===== src/rtl/pick_tx_if.sv =====
// Pixel-source handshake and link-side bus of the transmit framer.
// The source/bench side uses master; the framer uses slave.
interface pick_tx_if #(
    parameter int unsigned pixelWidth = 16
);
    logic                  PIXEL_VALID_IN;
    logic [pixelWidth-1:0] PIXEL_DATA_IN;
    logic                  PIXEL_READY;
    logic [pixelWidth-1:0] DOUT;
    logic                  FRAME_ACTIVE;
    logic [pixelWidth-1:0] FRAME_CNT;

    modport master (
        output PIXEL_VALID_IN, PIXEL_DATA_IN,
        input  PIXEL_READY, DOUT, FRAME_ACTIVE, FRAME_CNT
    );

    modport slave (
        input  PIXEL_VALID_IN, PIXEL_DATA_IN,
        output PIXEL_READY, DOUT, FRAME_ACTIVE, FRAME_CNT
    );
endinterface


===== src/rtl/pick_tx.sv =====
// Transmit-side framer: buffers pixels in a FIFO and emits FFFF,FFFF,AAAA,ctrl,pixels
// frames on a continuous one-word-per-cycle bus, idle word between frames.
module pick_tx #(
    parameter int unsigned           pixelWidth = 16,
    parameter int unsigned           numPixel   = 16,
    parameter logic [pixelWidth-1:0] IDLE_WORD  = 16'h0000
) (
    input logic       CLK,
    input logic       nRST,
    pick_tx_if.slave  bus
);
    localparam int unsigned DEPTH = 2 * numPixel;
    localparam int unsigned PW    = $clog2(DEPTH);
    localparam int unsigned CW    = $clog2(DEPTH + 1);
    localparam int unsigned IW    = $clog2(numPixel);

    typedef logic [pixelWidth-1:0] word_t;
    localparam word_t HDR_WORD  = 16'hFFFF;
    localparam word_t SYNC_WORD = 16'hAAAA;

    // The state names the word currently held in DOUT, so the word for the
    // next state is loaded on the same edge as the transition.
    typedef enum logic [2:0] {IDLE, HDR0, HDR1, SYNC, CNTL, PIX} state_e;

    state_e          state_q, state_d;
    word_t           dout_q, dout_d;
    logic            active_q, active_d;
    word_t           fcnt_q, fcnt_d;
    logic [IW-1:0]   idx_q, idx_d;
    logic [CW-1:0]   count_q, count_d;
    logic [PW-1:0]   wr_ptr_q, wr_ptr_d;
    logic [PW-1:0]   rd_ptr_q, rd_ptr_d;
    word_t           mem_q [DEPTH];

    logic ready, push, pop, frame_ready;

    function automatic logic [PW-1:0] ptr_inc(input logic [PW-1:0] p);
        return (p == PW'(DEPTH - 1)) ? '0 : p + PW'(1);
    endfunction

    assign ready       = count_q < CW'(DEPTH);
    assign push        = bus.PIXEL_VALID_IN && ready;
    // Decided on registered occupancy only; a push landing this edge is not counted.
    assign frame_ready = count_q >= CW'(numPixel);

    always_comb begin
        // NOTE: every combinational output gets a default first so no path can infer a latch.
        state_d = state_q;
        dout_d  = dout_q;
        fcnt_d  = fcnt_q;
        idx_d   = idx_q;
        pop     = 1'b0;
        unique case (state_q)
            IDLE: begin
                dout_d = IDLE_WORD;
                if (frame_ready) begin
                    state_d = HDR0;
                    dout_d  = HDR_WORD;
                end
            end
            HDR0: begin
                state_d = HDR1;
                dout_d  = HDR_WORD;
            end
            HDR1: begin
                state_d = SYNC;
                dout_d  = SYNC_WORD;
            end
            SYNC: begin
                state_d = CNTL;
                dout_d  = fcnt_q;
            end
            CNTL: begin
                state_d = PIX;
                dout_d  = mem_q[rd_ptr_q];
                pop     = 1'b1;
                idx_d   = '0;
            end
            PIX: begin
                if (idx_q == IW'(numPixel - 1)) begin
                    // Last pixel is on the bus: chain straight into the next frame if one is buffered.
                    state_d = frame_ready ? HDR0 : IDLE;
                    dout_d  = frame_ready ? HDR_WORD : IDLE_WORD;
                end else begin
                    dout_d = mem_q[rd_ptr_q];
                    pop    = 1'b1;
                    idx_d  = idx_q + IW'(1);
                    if (idx_q == IW'(numPixel - 2)) fcnt_d = fcnt_q + word_t'(1);
                end
            end
            default: begin
                state_d = IDLE;
                dout_d  = IDLE_WORD;
            end
        endcase
        active_d = (state_d != IDLE);
    end

    always_comb begin
        count_d  = count_q;
        wr_ptr_d = push ? ptr_inc(wr_ptr_q) : wr_ptr_q;
        rd_ptr_d = pop  ? ptr_inc(rd_ptr_q) : rd_ptr_q;
        unique case ({push, pop})
            2'b10:   count_d = count_q + CW'(1);
            2'b01:   count_d = count_q - CW'(1);
            default: count_d = count_q;
        endcase
    end

    // NOTE: sequential state uses non-blocking assignments so every flop samples pre-edge values.
    always_ff @(posedge CLK or negedge nRST) begin
        if (!nRST) begin
            state_q  <= IDLE;
            dout_q   <= IDLE_WORD;
            active_q <= 1'b0;
            fcnt_q   <= '0;
            idx_q    <= '0;
            count_q  <= '0;
            wr_ptr_q <= '0;
            rd_ptr_q <= '0;
        end else begin
            state_q  <= state_d;
            dout_q   <= dout_d;
            active_q <= active_d;
            fcnt_q   <= fcnt_d;
            idx_q    <= idx_d;
            count_q  <= count_d;
            wr_ptr_q <= wr_ptr_d;
            rd_ptr_q <= rd_ptr_d;
        end
    end

    // NOTE: storage is not reset; occupancy and pointers alone define which entries are valid.
    always_ff @(posedge CLK) begin
        if (push) mem_q[wr_ptr_q] <= bus.PIXEL_DATA_IN;
    end

    assign bus.PIXEL_READY  = ready;
    assign bus.DOUT         = dout_q;
    assign bus.FRAME_ACTIVE = active_q;
    assign bus.FRAME_CNT    = fcnt_q;
endmodule


===== src/flat_wrapper.sv =====
// flat-port wrapper written by rule: the top's interface ports become plain ports
module pick_tx_flat 
#(
    parameter int unsigned           pixelWidth = 16,
    parameter int unsigned           numPixel   = 16,
    parameter logic [pixelWidth-1:0] IDLE_WORD  = 16'h0000
)
  (CLK, nRST, bus_PIXEL_VALID_IN, bus_PIXEL_DATA_IN, bus_PIXEL_READY, bus_DOUT, bus_FRAME_ACTIVE, bus_FRAME_CNT);
  pick_tx_if #(.pixelWidth(pixelWidth)) bus_i ();
  input logic CLK;
  input logic nRST;
  input wire logic [$bits(bus_i.PIXEL_VALID_IN)-1:0] bus_PIXEL_VALID_IN;
  input wire logic [$bits(bus_i.PIXEL_DATA_IN)-1:0] bus_PIXEL_DATA_IN;
  output wire logic [$bits(bus_i.PIXEL_READY)-1:0] bus_PIXEL_READY;
  output wire logic [$bits(bus_i.DOUT)-1:0] bus_DOUT;
  output wire logic [$bits(bus_i.FRAME_ACTIVE)-1:0] bus_FRAME_ACTIVE;
  output wire logic [$bits(bus_i.FRAME_CNT)-1:0] bus_FRAME_CNT;
  assign bus_i.PIXEL_VALID_IN = bus_PIXEL_VALID_IN;
  assign bus_i.PIXEL_DATA_IN = bus_PIXEL_DATA_IN;
  assign bus_PIXEL_READY = bus_i.PIXEL_READY;
  assign bus_DOUT = bus_i.DOUT;
  assign bus_FRAME_ACTIVE = bus_i.FRAME_ACTIVE;
  assign bus_FRAME_CNT = bus_i.FRAME_CNT;
  pick_tx #(.pixelWidth(pixelWidth), .numPixel(numPixel), .IDLE_WORD(IDLE_WORD)) u_core (.CLK(CLK), .nRST(nRST), .bus(bus_i));
endmodule

===== config.mk =====
export PLATFORM = sky130hd
export DESIGN_NAME = pick_tx_flat
export DESIGN_NICKNAME = d
export VERILOG_FILES = /design/src/rtl/pick_tx_if.sv /design/src/rtl/pick_tx.sv /design/src/flat_wrapper.sv
export SDC_FILE = /design/constraint.sdc
export NUM_CORES = 1
export LEC_CHECK = 0
export BUFFER_PORTS_ARGS = -buffer_cell sky130_fd_sc_hd__buf_2
export CAP_MARGIN = 10
export CELL_PAD_IN_SITES_DETAIL_PLACEMENT = 1
export CELL_PAD_IN_SITES_GLOBAL_PLACEMENT = 1
export CORE_MARGIN = 2
export CORE_UTILIZATION = 38
export CTS_CLUSTER_DIAMETER = 50
export DETAILED_ROUTE_END_ITERATION = 16
export GPL_TIMING_DRIVEN = 0
export PLACE_DENSITY = 0.56
export SLEW_MARGIN = 20
export SYNTH_ARGS = -nofsm -noshare
export SYNTH_HDL_FRONTEND = slang
export SYNTH_SLANG_ARGS = --single-unit
export TNS_END_PERCENT = 5

===== constraint.sdc =====
create_clock -name CLK -period 7.1 [get_ports CLK]
set_clock_uncertainty 0.2 [all_clocks]
set_input_delay 1.775 -clock CLK [delete_from_list [all_inputs] [get_ports CLK]]
set_output_delay 1.775 -clock CLK [all_outputs]
set_load 0.02 [all_outputs]

==> results of run 1 <==
==> worst register-to-register path, cell delays in order, from the launching register on <==
cell	delay, ps
dfrtp_1	370
clkbuf_1	220
nor2b_1	410
nand2_1	160
inv_1	320
ha_1	420
ha_1	330
or4b_2	640
o311a_1	140
o311ai_0	150
xnor2_1	180
==> cell usage in the layout (no fill, tap or decap), types with 11 or more instances in the layout <==
cell	count
edfxtp_1	512
mux2i_1	94
buf_2	72
clkbuf_16	71
mux4_2	58
dfrtp_1	56
nand2_1	47
mux2_2	42
clkbuf_1	40
o22ai_1	32
o21ai_0	25
nor2_2	19
buf_6	18
a22o_1	18
inv_1	16
a21oi_1	16
nor2_1	16
a222oi_1	15
xnor2_1	15
ha_1	15
nand3_1	14
o31ai_1	13
nor2_4	13
buf_4	12
o21a_1	11
==> sequential cells by signal (all words and copies together), names as in the netlist <==
register                 count
u_core.count_q               6
u_core.bus.FRAME_ACTIVE      1
u_core.state_q               3
u_core.wr_ptr_q              5
u_core.bus.DOUT             16
u_core.idx_q                 4
u_core.mem_q               512
u_core.bus.FRAME_CNT        16
u_core.rd_ptr_q              5
==> layer usage <==
metal	share of wire [%]	vias up
met4	2.1	4
met5	0.052	-
met2	50	274
met1	43	6508
met3	4.3	86
li1	-	5303
==> metrics by stage <==
stage / instances / total power, mW / area, um2 / worst slack [ps]
after floorplan: 1239 / 5.67 / 22600 / 2960
after global placement: 2064 / 6.63 / 23900 / 2080
after detailed placement: 2084 / 6.71 / 24300 / 2480
after CTS: 2209 / 10.3 / 26600 / 3100
after global routing: 2209 / 10.6 / 26600 / 2850
final: 2210 / 10.2 / 26600 / 3090
==> kinds of logic after synthesis <==
logic type	share of synthesized area (%)
simple gates	4.49
flops	74.1
xor+xnor	0.735
buf+inv	1.91
fa+ha+maj	0.917
mux	12.3
compound gates	5.56
==> Yosys cell counts (13+ instances only) <==
| cell | number | area (um2) |
|---|---|---|
| nand3_1 | 14 | 70.1 |
| dfrtp_1 | 56 | 1400 |
| a222oi_1 | 15 | 150 |
| mux2i_1 | 94 | 941 |
| o22ai_1 | 32 | 200 |
| o21ai_0 | 25 | 125 |
| nor2_1 | 48 | 180 |
| a21oi_1 | 16 | 80.1 |
| mux4_2 | 58 | 1310 |
| ha_1 | 15 | 188 |
| a22o_1 | 18 | 158 |
| buf_2 | 21 | 105 |
| nand2_1 | 47 | 176 |
| inv_1 | 16 | 60.1 |
| edfxtp_1 | 512 | 15400 |
| mux2_2 | 42 | 473 |
| clkbuf_1 | 24 | 90.1 |
| xnor2_1 | 15 | 131 |
| o31ai_1 | 13 | 97.6 |
==> final cells by class <==
class | count | area (um2)
well taps | 773 | 967
plain buffers | 67 | 372
diodes | 1 | 2.50
inverters | 16 | 60.1
clock buffers | 88 | 1850
clock inverters | 37 | 438
fillers | 5619 | 32400
flip-flops and latches | 568 | 16800
multi-input cells | 588 | 5590
repair buffers | 72 | 534
==> how the worst max path moves through the flow <==
stage	end	cells past startpoint	from	slack [ps]
detailed placement	u_core.count_q[5]$_DFFE_PN0P_	10	bus_PIXEL_VALID_IN	2480
floorplan	u_core.count_q[5]$_DFFE_PN0P_	9	bus_PIXEL_VALID_IN	2960
CTS	u_core.count_q[5]$_DFFE_PN0P_	10	bus_PIXEL_VALID_IN	3100
finish	u_core.count_q[5]$_DFFE_PN0P_	10	bus_PIXEL_VALID_IN	3090
global route	u_core.count_q[5]$_DFFE_PN0P_	10	bus_PIXEL_VALID_IN	2850
global placement	u_core.mem_q[19][3]$_DFFE_PP_	5	bus_PIXEL_VALID_IN	2080
==> power by group through the flow <==
stage          combinational [mW]  sequential [mW]  clock, mW
2_1_floorplan                1.62             4.04          0
3_3_place_gp                 2.63             4.00          0
3_5_place_dp                 2.71             4.00          0
4_1_cts                      2.72             3.94       3.61
5_1_grt                      2.89             3.95       3.74
6_report                     2.68             3.94       3.54
==> flow_summary.ini, run 1 <==
[clock_tree]
cts_root_buffer = clkbuf_16
clk_pin_slew_ps = 50
cts_tree = built
clkLatencyLatePin_ps = 610
clockBufferDepth = 3
holdBufCountCts = 0
ctsResizeCount = 0
htree_levels = 3
cts_num_sinks = 568
post_cts_buffers = 0
cts_buffers = 69

[floorplanning]
start_util_pct = 38.4
dieWidth_um = 248
ioPinCount = 53
die_y_um = 248
dieArea_um2 = 61600
core_area_um2 = 59000
core.rowCount = 89

[timing]
slew_headroom_pct = 28.7
period_share_pct = 56.5
worstMarginPinSlew_ps = 1060
rsz0062_at_grt = false
finalHoldWorstSlack_ps = 301
slew_viol_final = 0
report.final.hold_viol_count = 0
max_freq_mhz = 249
fin_crit_ps = 4010
finalSetupViolations = 0
tns_ps = 0

[critical_path]
r2r_slack_ps = 3490
reg2reg_depth = 10
cp_slowest_cell = or4b_2
crit_top_cell = ha_1
cpPeakStageDelay_ps = 640
crit_family = simple AND/OR/NAND/NOR gates
required_ps = 7410
r2r_start = u_core.state_q[1]$_DFF_PN0_
critPathBufInv = 3
cp-start-kind = primary input
path_cells = buf_2 > nor2b_1 > clkbuf_1 > inv_1 > ha_1 > ha_1 > or4b_2 > o311a_1 > o311ai_0 > xnor2_1
criticalPathCategory = in2reg
reg2reg_to = u_core.count_q[5]$_DFFE_PN0P_
arrival_ps = 4320
worst-path-max-fanout = 9
endpoint_kind = register

[pwr]
ir_drop_uv = 214
p_comb_share_pct = 26.4
p_int_mw = 7.00
swShare_pct = 31.1
p_per_area_nw_per_um2 = 382
leakagePower_nw = 8.88
pwr-share-seq_pct = 38.7
switching_power_mw = 3.16
p_clk_share_pct = 34.9

[drt]
via_per_inst = 5.51
vias = 12200
totalWireLength_um = 63200
postRouteAntennaNets = 0
drc = 0
dr.pass1.iters = 6
drtIter0Drc = 854
wl_per_cell_um = 28.6

[layout]
fin_util_pct = 45.0
fin_nets = 1417
areaGrowthSynthToFinish_pct = 17.4
layout-drive-gt1-share_pct = 25.3

[yosys]
synth-edff-count = 512
synth_cell_types = 64
ys_async_sr_fraction_pct = 9.86
synth-seq-cells = 568
synth_fp_nets = 1274
yosysWarnings = 0
avgSynthCellArea_um2 = 18.3
synth_cells = 1239
ys.flop_type = edfxtp_1
synth_area_um2 = 22600
synth_seq_area_share_pct = 74.1

[global_route]
grt-busiest-layer = met2
use_met1_pct = 28.0
antenna_found_initial = 2
grt_util_met3_pct = 3.92
grt_pass1_wl_um = 91800
grt-ovfl-total = 0
grt_pass1_vias = 12800
grt_max_degree = 52
grt_usage_pct = 21.2
met2_usage_pct = 36.2

[job]
cap_violations = 0

[placement]
io_buffer_count = 52
gp_congestion = 0.784
dp_hpwl_um = 41900

[hold_path]
worstHoldStart = u_core.count_q[2]$_DFFE_PN0P_
hold_end = u_core.count_q[2]$_DFFE_PN0P_
min_path_cells = 2
hp-class = reg2reg

[status]
status = finished clean
(Power assumes the default switching activity.)
==> run 2, diff against run 1 <==
- ABC_AREA: not set -> 1
- PLACE_DENSITY: 0.56 -> 0.6
- clock period: 7.1 -> 4 ns (I/O delays scaled with it)
==> run 2 against run 1 <==
Compared with the run above:
- design area up 6.6%
- non-clock buffer count rose by 38
- synthesized cell count is 86% higher
==> flow_summary.ini, run 2 <==
[pwr]
p_clk_share_pct = 32.6
p_per_area_nw_per_um2 = 713
p_comb_share_pct = 32.1
p_int_mw = 12.5
ir_drop_uv = 303
finalPower_mw = 20.2
swShare_pct = 37.9
switching_power_mw = 7.66
leakagePower_nw = 11.5
pwr-share-seq_pct = 35.3

[drt]
totalWireLength_um = 75200
postRouteAntennaNets = 0
wl_per_cell_um = 22.4
via_per_inst = 5.05
dr.pass1.iters = 5
vias = 16900
drtIter0Drc = 1328
drc = 0

[timing]
slew_headroom_pct = 35.4
report.final.hold_viol_count = 0
slew_viol_final = 0
period_share_pct = 82.8
rsz0062_at_grt = false
max_freq_mhz = 302
worstMarginPinSlew_ps = 970
finalSetupViolations = 0
fin_crit_ps = 3310

[critical_path]
criticalPathCategory = reg2reg
cp-start-kind = register
endpoint_kind = register
required_ps = 4290
worst-path-max-fanout = 10
reg2reg_depth = 16
arrival_ps = 3600
r2r_slack_ps = 690

[layout]
layout_commonest_cell = nand2_1
final_cell_mix = nand2_1 (740), edfxtp_1 (512), nand3_1 (326), inv_1 (253), nor2_1 (118)
fin_nets = 2484
largest_register_ffs = 512
areaGrowthSynthToFinish_pct = 16.7
antenna_cells = 0
fillers = 6997
largest_register = u_core.mem_q
fin_util_pct = 44.9
layout-drive-gt1-share_pct = 12.1

[global_route]
grt_max_degree = 57
grt-ovfl-total = 0
grt_pass1_wl_um = 112000
grt_usage_pct = 23.0
grt_pass1_vias = 17400
antenna_found_initial = 0

[yosys]
synth_area_um2 = 24300
yosys.area.top_type_share_pct = 63.4
synth_top_area_cell = edfxtp_1
synth_fp_nets = 2337
yosys.cell_count.top_type = nand2_1
synth_common_cells = nand2_1 (740), edfxtp_1 (512), nand3_1 (326)
synth-seq-cells = 568
synth_seq_area_share_pct = 69.1
ys_async_sr_fraction_pct = 9.86
yosysWarnings = 0
ys.flop_type = edfxtp_1
synth-edff-count = 512
avgSynthCellArea_um2 = 10.5
synth_cells = 2302
synth_cell_types = 34
yosys-top-cells-area = edfxtp_1 (63%), nand2_1 (11%), nand3_1 (6.7%)

[clock_tree]
cts_root_buffer = clkbuf_16
cts_num_sinks = 568
holdBufCountCts = 0
cts_tree = built
clkLatencyLatePin_ps = 620
clk_pin_slew_ps = 60
ctsResizeCount = 0
post_cts_buffers = 0
htree_levels = 3
clockBufferDepth = 3
cts_buffers = 75

[status]
status = finished clean

[placement]
io_buffer_count = 52
dp_hpwl_um = 51400
gp_congestion = 0.844

[job]
cap_violations = 0

[floorplanning]
start_util_pct = 38.5
core_area_um2 = 63100
ioPinCount = 53
dieWidth_um = 257
core.rowCount = 92
dieArea_um2 = 65900
die_y_um = 257

[hold_path]
hp-class = in2async
-- run 2: cell count changes after synthesis, sizes merged, moves of 31 or more --
cell	delta
nand3	+313
nand2	+695
inv	+240
buf	+36
nor2	+105
mux4	-58
o22ai	-31
mux2	-48
mux2i	-94
a21oi	+39
-- run 2: final cells by class --
type                       count  area, um2  share of cell area [%]
buffer                       107        520                    1.84
clock buffer                  92       2070                    7.30
clock inverter                43        384                    1.36
inverter                     258        968                    3.42
multi-input combinational   1369       6080                    21.5
sequential                   568      16800                    59.2
tap                          846       1060                    3.74
timing repair buffer          70        473                    1.67
-- run 2: metrics by stage --
step,setup TNS [ps],hold slack (ps),instance area (um2),instances,setup slack (ps)
2_1_floorplan,0,259,24300,2302,1210
3_3_place_gp,-10840,279,25600,3200,-110
3_5_place_dp,0,297,25900,3218,274
4_1_cts,0,274,28300,3353,677
5_1_grt,0,332,28300,3353,500
6_report,0,277,28300,3353,690
-- run 2: cell families after synthesis --
logic type	Yosys count	share of synthesized area (%)
AOI/OAI and AO/OA	93	1.97
xor gates and xnor gates	20	0.722
adders and majority gates	16	0.856
buffers and inverters	365	6.14
DFF	568	69.1
and+or+nand+nor	1240	21.2
-- run 2: path summary, 6_finish.rpt --
path | start | endpoint
hold reg to reg | u_core.count_q[2]$_DFFE_PN0P_ | u_core.count_q[2]$_DFFE_PN0P_
max in group asynchronous | nRST | u_core.rd_ptr_q[2]$_DFFE_PN0P_
hold / removal | nRST | u_core.bus.DOUT[11]$_DFF_PN0_
setup reg to reg | u_core.idx_q[1]$_DFFE_PN0P_ | u_core.count_q[4]$_DFFE_PN0P_
setup / recovery | u_core.idx_q[1]$_DFFE_PN0P_ | u_core.count_q[4]$_DFFE_PN0P_
min in group CLK | u_core.count_q[2]$_DFFE_PN0P_ | u_core.count_q[2]$_DFFE_PN0P_
-- run 2: power groups by stage --
stage	sequential, mW	combinational (mW)	clock, mW
after global placement	7.24	6.27	0
after detailed placement	7.25	6.49	0
final	7.13	6.49	6.58
after global routing	7.17	7.15	6.96
after floorplan	7.31	3.77	0
after CTS	7.13	6.53	6.74
-- run 2: routing by layer --
metal / GRT usage (%) / vias to the layer above / share of wire (%)
met3: 2.91 / 89 / 4.8
met4: 5.99 / 0 / 1.9
met5: 0 / - / 0
li1: - / 7929 / -
met2: 36.9 / 399 / 47
met1: 32.9 / 8531 / 47
-- run 2: critical path, cell delays in order, from the launching register on --
cell and delay, ps:
dfrtp_1 420, ha_1 210, inv_1 60, nor2_2 60, nor2_4 160, inv_1 100, nand2_2 250, buf_4 270
ha_1 330, inv_1 90, fa_1 430, inv_1 80, a21oi_1 80, o21bai_1 180, o21ai_0 110, a21oi_1 130
nor2_1 60
